$ cat src/rtl/mem_arb_pkg.sv
// Shared types and helpers for the RAM arbiter slice.
package mem_arb_pkg;

    typedef enum logic [1:0] {
        IDLE   = 2'd0,
        ACCESS = 2'd1,
        RESP   = 2'd2
    } arb_state_t;

    // Pointer/index width for n requesters; never narrower than one bit.
    function automatic int unsigned ptr_w(input int unsigned n);
        return (n > 1) ? $clog2(n) : 1;
    endfunction

endpackage

$ cat src/rtl/rr_arbiter.sv
// Combinational round-robin pick: first set req bit at or after ptr, wrapping.
module rr_arbiter
    import mem_arb_pkg::*;
#(
    parameter int unsigned NUM_REQ = 2,
    localparam int unsigned PTR_W = ptr_w(NUM_REQ)
) (
    input  logic [NUM_REQ-1:0] req,
    input  logic [PTR_W-1:0]   ptr,
    output logic [NUM_REQ-1:0] gnt,
    output logic [PTR_W-1:0]   gnt_id
);

    int unsigned idx;
    logic        found;

    always_comb begin
        gnt    = '0;
        gnt_id = '0;
        found  = 1'b0;
        idx    = 0;
        for (int unsigned i = 0; i < NUM_REQ; i++) begin
            idx = (32'(ptr) + i) % NUM_REQ;
            if (!found && req[idx[PTR_W-1:0]]) begin
                found                  = 1'b1;
                gnt[idx[PTR_W-1:0]]    = 1'b1;
                gnt_id                 = idx[PTR_W-1:0];
            end
        end
    end

endmodule

$ cat src/rtl/mem_arbiter.sv
// Round-robin sequencer sharing one single-port RAM between NUM_REQ requesters:
// accept in IDLE, drive the RAM for one ACCESS cycle, hold the response in RESP.
module mem_arbiter
    import mem_arb_pkg::*;
#(
    parameter int unsigned ADDR_WIDTH = 4,
    parameter int unsigned DATA_WIDTH = 8,
    parameter int unsigned NUM_REQ    = 2
) (
    input  logic                          clk,
    input  logic                          rst,
    input  logic [NUM_REQ-1:0]            req_valid,
    output logic [NUM_REQ-1:0]            req_ready,
    input  logic [NUM_REQ-1:0]            req_wr,
    input  logic [NUM_REQ*ADDR_WIDTH-1:0] req_addr,
    input  logic [NUM_REQ*DATA_WIDTH-1:0] req_wdata,
    output logic [NUM_REQ-1:0]            rsp_valid,
    input  logic [NUM_REQ-1:0]            rsp_ready,
    output logic [DATA_WIDTH-1:0]         rsp_rdata,
    output logic                          ram_wr,
    output logic [ADDR_WIDTH-1:0]         ram_addr,
    output logic [DATA_WIDTH-1:0]         ram_wdata,
    input  logic [DATA_WIDTH-1:0]         ram_rdata,
    output logic                          busy
);

    localparam int unsigned PTR_W = ptr_w(NUM_REQ);

    arb_state_t            state;
    logic [PTR_W-1:0]      ptr;
    logic [PTR_W-1:0]      ptr_next;
    logic [PTR_W-1:0]      gnt_id;
    logic [PTR_W-1:0]      gnt_id_q;
    logic [NUM_REQ-1:0]    gnt;
    logic                  handshake;

    logic                  sel_wr;
    logic [ADDR_WIDTH-1:0] sel_addr;
    logic [DATA_WIDTH-1:0] sel_wdata;

    logic                  wr_q;
    logic [ADDR_WIDTH-1:0] addr_q;
    logic [DATA_WIDTH-1:0] wdata_q;
    logic [DATA_WIDTH-1:0] rdata_q;

    rr_arbiter #(
        .NUM_REQ (NUM_REQ)
    ) u_rr (
        .req    (req_valid),
        .ptr    (ptr),
        .gnt    (gnt),
        .gnt_id (gnt_id)
    );

    assign req_ready = (state == IDLE) ? gnt : '0;
    assign handshake = |req_ready;

    always_comb begin
        if (32'(gnt_id) + 32'd1 >= NUM_REQ) ptr_next = '0;
        else                                ptr_next = gnt_id + PTR_W'(1);
    end

    // One-hot grant selects the payload to capture.
    always_comb begin
        sel_wr    = 1'b0;
        sel_addr  = '0;
        sel_wdata = '0;
        for (int unsigned i = 0; i < NUM_REQ; i++) begin
            if (gnt[i]) begin
                sel_wr    = req_wr[i];
                sel_addr  = req_addr[i*ADDR_WIDTH +: ADDR_WIDTH];
                sel_wdata = req_wdata[i*DATA_WIDTH +: DATA_WIDTH];
            end
        end
    end

    always_ff @(posedge clk) begin
        if (rst) begin
            state    <= IDLE;
            ptr      <= '0;
            gnt_id_q <= '0;
            wr_q     <= 1'b0;
            addr_q   <= '0;
            wdata_q  <= '0;
            rdata_q  <= '0;
        end else begin
            case (state)
                IDLE: begin
                    if (handshake) begin
                        gnt_id_q <= gnt_id;
                        wr_q     <= sel_wr;
                        addr_q   <= sel_addr;
                        wdata_q  <= sel_wdata;
                        ptr      <= ptr_next;
                        state    <= ACCESS;
                    end
                end
                ACCESS: begin
                    // RAM read data is undefined while writing, so writes report zero.
                    rdata_q <= wr_q ? '0 : ram_rdata;
                    state   <= RESP;
                end
                RESP: begin
                    if (rsp_ready[gnt_id_q]) state <= IDLE;
                end
                default: state <= IDLE;
            endcase
        end
    end

    always_comb begin
        rsp_valid = '0;
        if (state == RESP) rsp_valid[gnt_id_q] = 1'b1;
    end

    assign rsp_rdata = rdata_q;
    assign ram_wr    = (state == ACCESS) && wr_q;
    assign ram_addr  = addr_q;
    assign ram_wdata = wdata_q;
    assign busy      = (state != IDLE);

endmodule

$ cat config.mk
export PLATFORM = sky130hd
export DESIGN_NAME = mem_arbiter
export DESIGN_NICKNAME = d
export VERILOG_FILES = /design/src/rtl/mem_arb_pkg.sv /design/src/rtl/rr_arbiter.sv /design/src/rtl/mem_arbiter.sv
export SDC_FILE = /design/constraint.sdc
export NUM_CORES = 1
export LEC_CHECK = 0
export CORE_UTILIZATION = 37
export DETAILED_ROUTE_END_ITERATION = 6
export PLACE_DENSITY = 0.78
export SYNTH_ARGS = -nofsm -noshare
export SYNTH_HDL_FRONTEND = slang
export SYNTH_HIERARCHICAL = 1
export SYNTH_SLANG_ARGS = --single-unit
$ cat constraint.sdc
create_clock -name clk -period 2 [get_ports clk]
set_clock_uncertainty 0.05 [all_clocks]
set_input_delay 0.4 -clock clk [delete_from_list [all_inputs] [get_ports clk]]
set_output_delay 0.4 -clock clk [all_outputs]
set_load 0.02 [all_outputs]
==> results of run 1 <==
==> what timing repair did <==
item,in CTS,in global routing
endpoints found under the setup margin,6,2
setup buffers,0,0
gates resized for setup,10,3
pin swaps,0,0
==> cell type report <==
class	count	area [µm²]	area share
clock buffers	3	22.5	0.0116
clock inverters	1	7.51	0.00388
inverters	16	62.6	0.0323
multi-input cells	76	549	0.284
flip-flops and latches	25	502	0.259
well taps	31	38.8	0.0200
repair buffers	79	753	0.389
==> sequential cells by signal, indices dropped and copies added (netlist names) <==
signal / cells
gnt_id_q: 1
ptr: 1
ram_addr: 4
ram_wdata: 8
rsp_rdata: 8
state: 2
wr_q: 1
==> cells in the mapped netlist (2+ instances only) <==
library cell | n | area [µm²]
sky130_fd_sc_hd__dfxtp_1 | 25 | 500
sky130_fd_sc_hd__inv_1 | 14 | 52.6
sky130_fd_sc_hd__a21oi_1 | 11 | 55.1
sky130_fd_sc_hd__o22ai_1 | 11 | 68.8
sky130_fd_sc_hd__a221oi_2 | 9 | 135
sky130_fd_sc_hd__nand2_1 | 8 | 30.0
sky130_fd_sc_hd__nand3_1 | 8 | 40.0
sky130_fd_sc_hd__a221oi_1 | 4 | 35.0
sky130_fd_sc_hd__nor2_1 | 4 | 15.0
sky130_fd_sc_hd__o21ai_0 | 4 | 20.0
sky130_fd_sc_hd__buf_2 | 3 | 15.0
sky130_fd_sc_hd__clkbuf_1 | 3 | 11.3
sky130_fd_sc_hd__a21boi_1 | 2 | 15.0
sky130_fd_sc_hd__buf_4 | 2 | 15.0
sky130_fd_sc_hd__nand3b_1 | 2 | 15.0
sky130_fd_sc_hd__or3b_2 | 2 | 17.5
==> metal layers <==
metal	share of wire	GRT usage
met3	0.059	0.0402
met2	0.49	0.360
met4	0.024	0.119
met1	0.43	0.243
met5	0	0
==> kinds of logic after synthesis <==
logic type	synth area share
compound gates	0.301
simple gates	0.161
flops	0.431
buf+inv	0.0991
mux	0.00862
==> layout by cell type (no fill, tap or decap), types with 3 or more instances in the layout <==
cell                              netlist  routed
sky130_fd_sc_hd__a21oi_1               11      11
sky130_fd_sc_hd__a221oi_1               4       4
sky130_fd_sc_hd__clkdlybuf4s50_1        0      59
sky130_fd_sc_hd__nor2_1                 4       4
sky130_fd_sc_hd__nand3_1                8       8
sky130_fd_sc_hd__inv_1                 14      14
sky130_fd_sc_hd__buf_4                  2      13
sky130_fd_sc_hd__clkbuf_4               0       3
sky130_fd_sc_hd__nand2_1                8       8
sky130_fd_sc_hd__o21ai_0                4       4
sky130_fd_sc_hd__dlygate4sd2_1          0       4
sky130_fd_sc_hd__dfxtp_1               25      24
sky130_fd_sc_hd__o22ai_1               11      11
sky130_fd_sc_hd__a221oi_2               9       9
==> critical path: stages (launching register included) <==
cell and delay [ns]:
sky130_fd_sc_hd__dfxtp_1 0.42, sky130_fd_sc_hd__or2b_1 0.26, sky130_fd_sc_hd__nor2_1 0.08, sky130_fd_sc_hd__dlygate4sd2_1 0.35
==> stage by stage <==
stage | std cells | utilization | area (µm²)
6_report | 231 | 0.679 | 1940
5_1_grt | 231 | 0.679 | 1940
4_1_cts | 231 | 0.681 | 1940
3_5_place_dp | 227 | 0.671 | 1920
3_3_place_gp | 227 | 0.671 | 1920
2_1_floorplan | 126 | - | 1160
==> power groups by stage <==
stage | combinational (W) | sequential [W] | clock (W)
after detailed placement | 0.000548 | 0.000599 | 0
after global routing | 0.000579 | 0.000595 | 0.000259
final | 0.000540 | 0.000588 | 0.000238
after floorplan | 0.000225 | 0.000654 | 0
after global placement | 0.000531 | 0.000596 | 0
after CTS | 0.000544 | 0.000588 | 0.000249
==> worst paths after layout <==
kind             endpoint  slack (ns)  depth (start not counted)         start
max reg2reg  ram_wdata[6]        0.44                          6      state[0]
max                ram_wr        0.11                          3      state[0]
min reg2reg  rsp_rdata[5]        0.42                          2  rsp_rdata[5]
min          rsp_rdata[5]        0.42                          2  rsp_rdata[5]
==> flow_results.org, run 1 <==
** Run status
- Run status :: finished, violations left
- The checks that failed: design-rule violations.

** Cells and area
- Fraction of layout cells with a size suffix above 1 :: 0.185
- Area overhead of the layout relative to synthesis :: 66.7%
- Count of inserted antenna diode cells :: 0
- For this run, the post-layout net count is around 240.
- Number of fill cells in the layout :: between 200 and 300

** Detailed routing
- The detailed router placed 1203 vias in this run.
- Dividing the detail-routed wire length by the instance count gives roughly 14 µm.
- DRC violations left :: 6
- Detailed-router iteration count before antenna repair :: 6
- Dividing the detail-routed via count by the number of cells gives around 5.2.
- Summed over all layers, the routed wires come to roughly 3300 µm.
- Detailed Route Iter0 Violations :: 24
- In this run the remaining antenna-violating nets after routing total 0.

** Floorplanning
- Std-Cell Rows :: 19
- Die X-Extent :: approximately 58 µm
- Die Area :: between 3000 and 4000 µm²
- For this design the top-level I/O count stands at 66.
- Area inside the core boundary :: 2850 µm²
- For this configuration, the core starts out at a cell density of 0.407.
- The floorplan step set the die height to roughly 58 µm.

** Setup path
- Data on the critical path arrives at its endpoint at 1.44 ns.
- Of all nets on the critical path, the largest fanout is 6.
- Crit start category :: flop
- Critical path type :: reg2out
- STA classifies the critical path endpoint as a primary output.
- CP required :: roughly 1.6 ns

** Yosys
- Counting flops and latches in the post-synthesis netlist gives 25.
- The mapped netlist covers between 1000 and 1500 µm².
- The most used flip-flop cell after synthesis is sky130_fd_sc_hd__dfxtp_1.
- Each instance of the synthesized netlist takes up on average a little over 9 µm².
- Share of flip-flops with an asynchronous set or reset :: 0
- During synthesis, Yosys emitted a total of 6 warnings.
- Yosys mapped a number of flops with a built-in enable equal to 0.
- The number of different library cells used by synthesis comes to 30.
- The share of the Yosys chip area taken by registers is 0.431.
- The number of nets in the synthesized netlist is between 150 and 200.
- Post-synthesis instance total :: 126

** Placement
- At the end of routability-driven placement, the weighted congestion stood at around 0.74.
- Once detailed placement completed, the half-perimeter wirelength came to roughly 2600 µm.
- Placement-stage worst setup slack :: -0.329 ns
- The count of buffers added on input and output ports is 65.

** STA
- At the pin with the least slew margin, the transition time is between 0.5 and 0.6 ns.
- Hold Violations, Final :: 0
- Count of pins over their slew limit :: 0
- Worst slew margin relative to its limit :: 0.645
- Setup repair after global routing left no endpoint under its margin.
- Setup total negative slack on the finished layout was measured at 0 ns.
- Of the available clock period, the critical path in the final layout requires 0.945.
- Timing would allow up to between 500 and 600 MHz.
- Subtracting the final worst setup slack from the clock period gives 1.89 ns.
- Worst hold margin :: 0.420 ns
- Setup violations remaining at the end of the flow were counted as 0.
- Least setup slack across all paths after layout :: about 0.11 ns

** Clock network
- The number of clock buffers added by TritonCTS is 3.
- The clock passes through at most 2 buffers.
- Clock latency on the worst-skew pair, taken at its later pin, is 0.32 ns.
- Clock-pin slew was measured on the worst setup and hold paths at ~0.15 ns.
- Root Driver :: sky130_fd_sc_hd__clkbuf_4
- TritonCTS built the clock tree.
- After clock tree synthesis, the flow added hold-fix buffers numbering 0.
- Number of H-tree levels :: 1
- CTS saw 25 sinks.

** Pwr
- Overall power :: roughly 0.0014 W
- Dividing total power by cell area gives a power density of 705 nW/µm².
- IR analysis of the VDD net gives a maximum drop of between 0.0003 and 0.0004 V.
- Cell internal power was estimated by the tool at between 0.0009 and 0.001 W.
- Share of total power in the clock network :: 0.174
- Summed over all cells, the static leakage comes to between 0.7 and 0.8 nW.
- Part of the power in combinational logic :: 0.395
- Of the total power, the share spent switching nets is 0.334.
- For this design the total switching power over the nets is around 0.00046 W.
- Sequential cell fraction of total power :: 0.430

** Global routing
- Overflow left after global routing :: 0
- The first global-routing pass estimated 5390 µm of wire.
- The number of global-route vias before repair was between 1000 and 1500.
- Entering global routing, the biggest net connects 26 pins.
- Antenna violations before repair :: 0
- Total routing usage reported by global routing :: 0.209

** Min path
- Class of the worst hold path :: reg2reg

** Run
- Across the run, the number of max-cap violations was 0.
No activity file was read; power rests on OpenSTA's default activity.
==> run 2, diff against run 1 <==
--- a/config.mk
+++ b/config.mk
@@ -5,6 +5,7 @@
 export SDC_FILE = /design/constraint.sdc
 export NUM_CORES = 1
 export LEC_CHECK = 0
+export ABC_CLOCK_PERIOD_IN_PS = 2000
 export CORE_UTILIZATION = 37
 export DETAILED_ROUTE_END_ITERATION = 6
 export PLACE_DENSITY = 0.78
==> results of run 2 <==
The final DEF is identical to that of run 1; final timing and power are the same.
==> run 3, diff against run 2 <==
--- a/config.mk
+++ b/config.mk
@@ -8,7 +8,7 @@
 export ABC_CLOCK_PERIOD_IN_PS = 2000
 export CORE_UTILIZATION = 37
 export DETAILED_ROUTE_END_ITERATION = 6
-export PLACE_DENSITY = 0.78
+export PLACE_DENSITY = 0.79
 export SYNTH_ARGS = -nofsm -noshare
 export SYNTH_HDL_FRONTEND = slang
 export SYNTH_HIERARCHICAL = 1
==> run 3 against run 2 <==
  * The run still ends with design-rule violations left
  * Clock power about the same
  * Via count rose by 0.83%
  * Sequential cell count unchanged
  * Core utilization increased by 0.39 points
  * Largest power group unchanged
==> flow_results.org, run 3 (same netlist as run 1, synthesis figures left out) <==
** Run status
- Run status :: finished, violations left
- Violations in the final reports :: design-rule violations

** Clock network
- Clock tree from TritonCTS :: yes
- Sink Count :: 25 (unchanged)
- CTS placed an instance of sky130_fd_sc_hd__clkbuf_4 at the clock tree root.
- Maximum number of buffers from clock root to sink :: 2 (unchanged)
- The number of CTS-inserted buffers was 3 (unchanged).
- Clock transition at the registers of the reported paths :: 0.15 ns (about the same)
- Total of hold buffers inserted after clock tree synthesis :: 0 (unchanged)
- The post-CTS setup-driven buffer insertion count was 0 (unchanged).
- Latest clock arrival within the worst-skew pair :: 0.33 ns (about the same)
- Number of H-tree levels :: 1 (unchanged)

** STA
- Hold Violations, Final :: 0 (unchanged)
- The final critical delay including setup and external delays came to 1.96 ns (+0.0745 ns).
- The fmax came to 509 MHz (-3.8%).
- Transition time of the tightest slew-check pin :: 0.484 ns (-0.0481 ns)
- Count of pins over their slew limit :: 0 (unchanged)
- Final cycle utilization of the critical path :: 0.982 (+0.0372)
- Final setup viols :: 0 (unchanged)
- The remaining max-slew budget at the tightest pin is 0.677 (+0.0321).

** Setup path
- Biggest cell delay along the critical path :: 0.49 ns (+0.07 ns)
- The slowest stage of the critical path belongs to the cell sky130_fd_sc_hd__clkdlybuf4s50_1.
- Worst Setup End Kind :: primary output
- The worst register-to-register path ends at ram_wdata[6].
- The data arrival time of the critical path was 1.51 ns (+0.07 ns).
- CP required :: 1.55 ns (about the same)
- Critical path type :: in2out
- Crit start category :: input pin
- R2R Setup Slk :: 0.46 ns (+0.02 ns)
- Biggest fanout along the worst timing path :: 2 (-4)
- The worst register-to-register path begins at state[0].
- Worst-case reg-to-reg path depth :: 6 (unchanged)
- The critical path goes through clkdlybuf4s50_1 -> a21boi_2 -> inv_1 -> nor2_1 -> clkdlybuf4s15_2.

** Global routing
- Via count of the first global-routing pass :: 1252 (unchanged)
- The overall global routing resource usage is 0.211 (+0.00198).
- The first-pass GRT wire length was 5490 µm (+1.8%).
- Antenna violations before repair :: 0 (unchanged)
- Maximum number of pins on one net before global-route repair :: 16 (-38%)
- The total congestion overflow after global routing came to 0 (unchanged).

** Min path
- The worst hold path terminates at rsp_rdata[7].
- The worst hold path belongs to the class reg2reg.
- The instance count along the most critical hold path was 2 (unchanged).
- Origin of the worst min-delay path :: rsp_rdata[7]

** Detailed routing
- The average via count per standard cell was 5.27 (+1.3%).
- The DRC violations left is 5 (-1).
- The detailed router's first-iteration violation count was 34 (+42%).
- The final wirelength was 3460 µm (+4.5%).
- The iteration count of the initial detailed-routing pass was 6 (unchanged).
- The wire length per cell came to 15.1 µm (+5.0%).
- The via count came to 1213 (+0.83%).
- The final antenna-violating net count was 0 (unchanged).

** Cells and area
- Final design utilization :: 0.682 (+0.00395)
- Leaving out fill and tap cells, the most frequent cells in the layout are 59 x sky130_fd_sc_hd__clkdlybuf4s50_1, 24 x sky130_fd_sc_hd__dfxtp_1, 14 x sky130_fd_sc_hd__inv_1.
- Area overhead of the layout relative to synthesis :: 67.7%
- Leaving out fill and tap cells, the most frequent cell in the layout is sky130_fd_sc_hd__clkdlybuf4s50_1.
- The number of fill cells in the layout is 233 (-7.9%).
- The net count reported at finish came to 240 (-0.41%).
- Fraction of layout cells with a size suffix above 1 :: 0.181 (-0.00410)
- Count of inserted antenna diode cells :: 0 (unchanged)

** Floorplanning
- The width of the die was 58.0 µm (unchanged).
- Area inside the core boundary :: 2850 µm² (unchanged)
- The floorplan die height was 58.0 µm (unchanged).
- Die Area :: 3370 µm² (unchanged)
- The top-level I/O count is 66 (unchanged).
- Std-Cell Rows :: 19 (unchanged)
- The starting utilization of the core area was 0.407 (unchanged).

** Pwr
- Overall power :: 0.00137 W (+0.40%)
- The power density of the placed cells came to 704 nW/µm² (-0.18%).
- The leakage power summed over all cells was 0.737 nW (about the same).
- Cell-internal power :: 0.000913 W (+0.34%)
- The combinational cell fraction of total power came to 0.398 (+0.003).
- The clock share of power was 0.173 (about the same).
- The worst-case vdd ir drop was 0.000373 V (+24%).
- Net load switching power :: 0.000458 W (+0.51%)
- The switching fraction of total power was 0.334 (+0.000383).
- The sequential group share of total power is 0.429 (about the same).

** Run
- Max-cap check violation count :: 0 (unchanged)

** Placement
- Final weighted congestion in routability-driven placement :: 0.753 (+1.4%)
- The count of buffers from port buffering is 65 (unchanged).
- HPWL after detailed placement :: 2680 µm (+2.9%)
## run 3: per-stage QoR
stage	cells	area (µm²)	hold WS, ns	TNS [ns]	worst slack (ns)
after detailed placement	226	1920	0.397	-0.684	-0.294
final	230	1950	0.415	0	0.0362
after global placement	226	1920	0.390	-0.606	-0.317
after global routing	230	1950	0.431	-0.0213	-0.0213
after floorplan	126	1160	0.429	0	0.230
after CTS	230	1950	0.416	0	0.0202
## run 3: how the worst max path moves through the flow
| stage | start | to | slack [ns] |
|---|---|---|---|
| 2_1_floorplan | req_valid[1] | req_ready[1] | 0.23 |
| 3_3_place_gp | req_valid[1] | req_ready[1] | -0.32 |
| 3_5_place_dp | req_valid[1] | req_ready[1] | -0.29 |
| 4_1_cts | req_valid[1] | req_ready[0] | 0.02 |
| 5_1_grt | req_valid[1] | req_ready[1] | -0.02 |
| 6_report | req_valid[1] | req_ready[1] | 0.04 |
## run 3: layout make-up
type                    instances  area [µm²]  share of cell area
repair buffers                 78         764               0.393
multi-input cells              76         549               0.282
flip-flops and latches         25         502               0.258
inverters                      16        62.6              0.0321
well taps                      31        38.8              0.0199
clock buffers                   3        22.5              0.0116
clock inverters                 1        7.51             0.00386
## run 3: critical path, delay by kind of cell
kind / cells / cell delay, ns
buffers and inverters: 3 / 0.82
AO/OA/AOI/OAI: 1 / 0.19
AND/OR/NAND/NOR: 1 / 0.10
## run 3: per-layer routing
layer,global-route usage,routed length [µm]
met1,0.223,1340
met2,0.419,1910
met3,0.0179,145
met4,0.0918,72
met5,0,0
## run 3: power by group through the flow
stage | combinational [W] | clock, W | sequential (W)
floorplan | 0.000225 | 0 | 0.000654
global placement | 0.000537 | 0 | 0.000595
finish | 0.000545 | 0.000238 | 0.000588
global route | 0.000579 | 0.000262 | 0.000596
detailed placement | 0.000551 | 0 | 0.000599
CTS | 0.000546 | 0.000245 | 0.000588
## run 3: timing repair
item	in CTS	in global routing
gates resized for setup	10	2
pin swaps	0	0
endpoints found under the setup margin	6	2
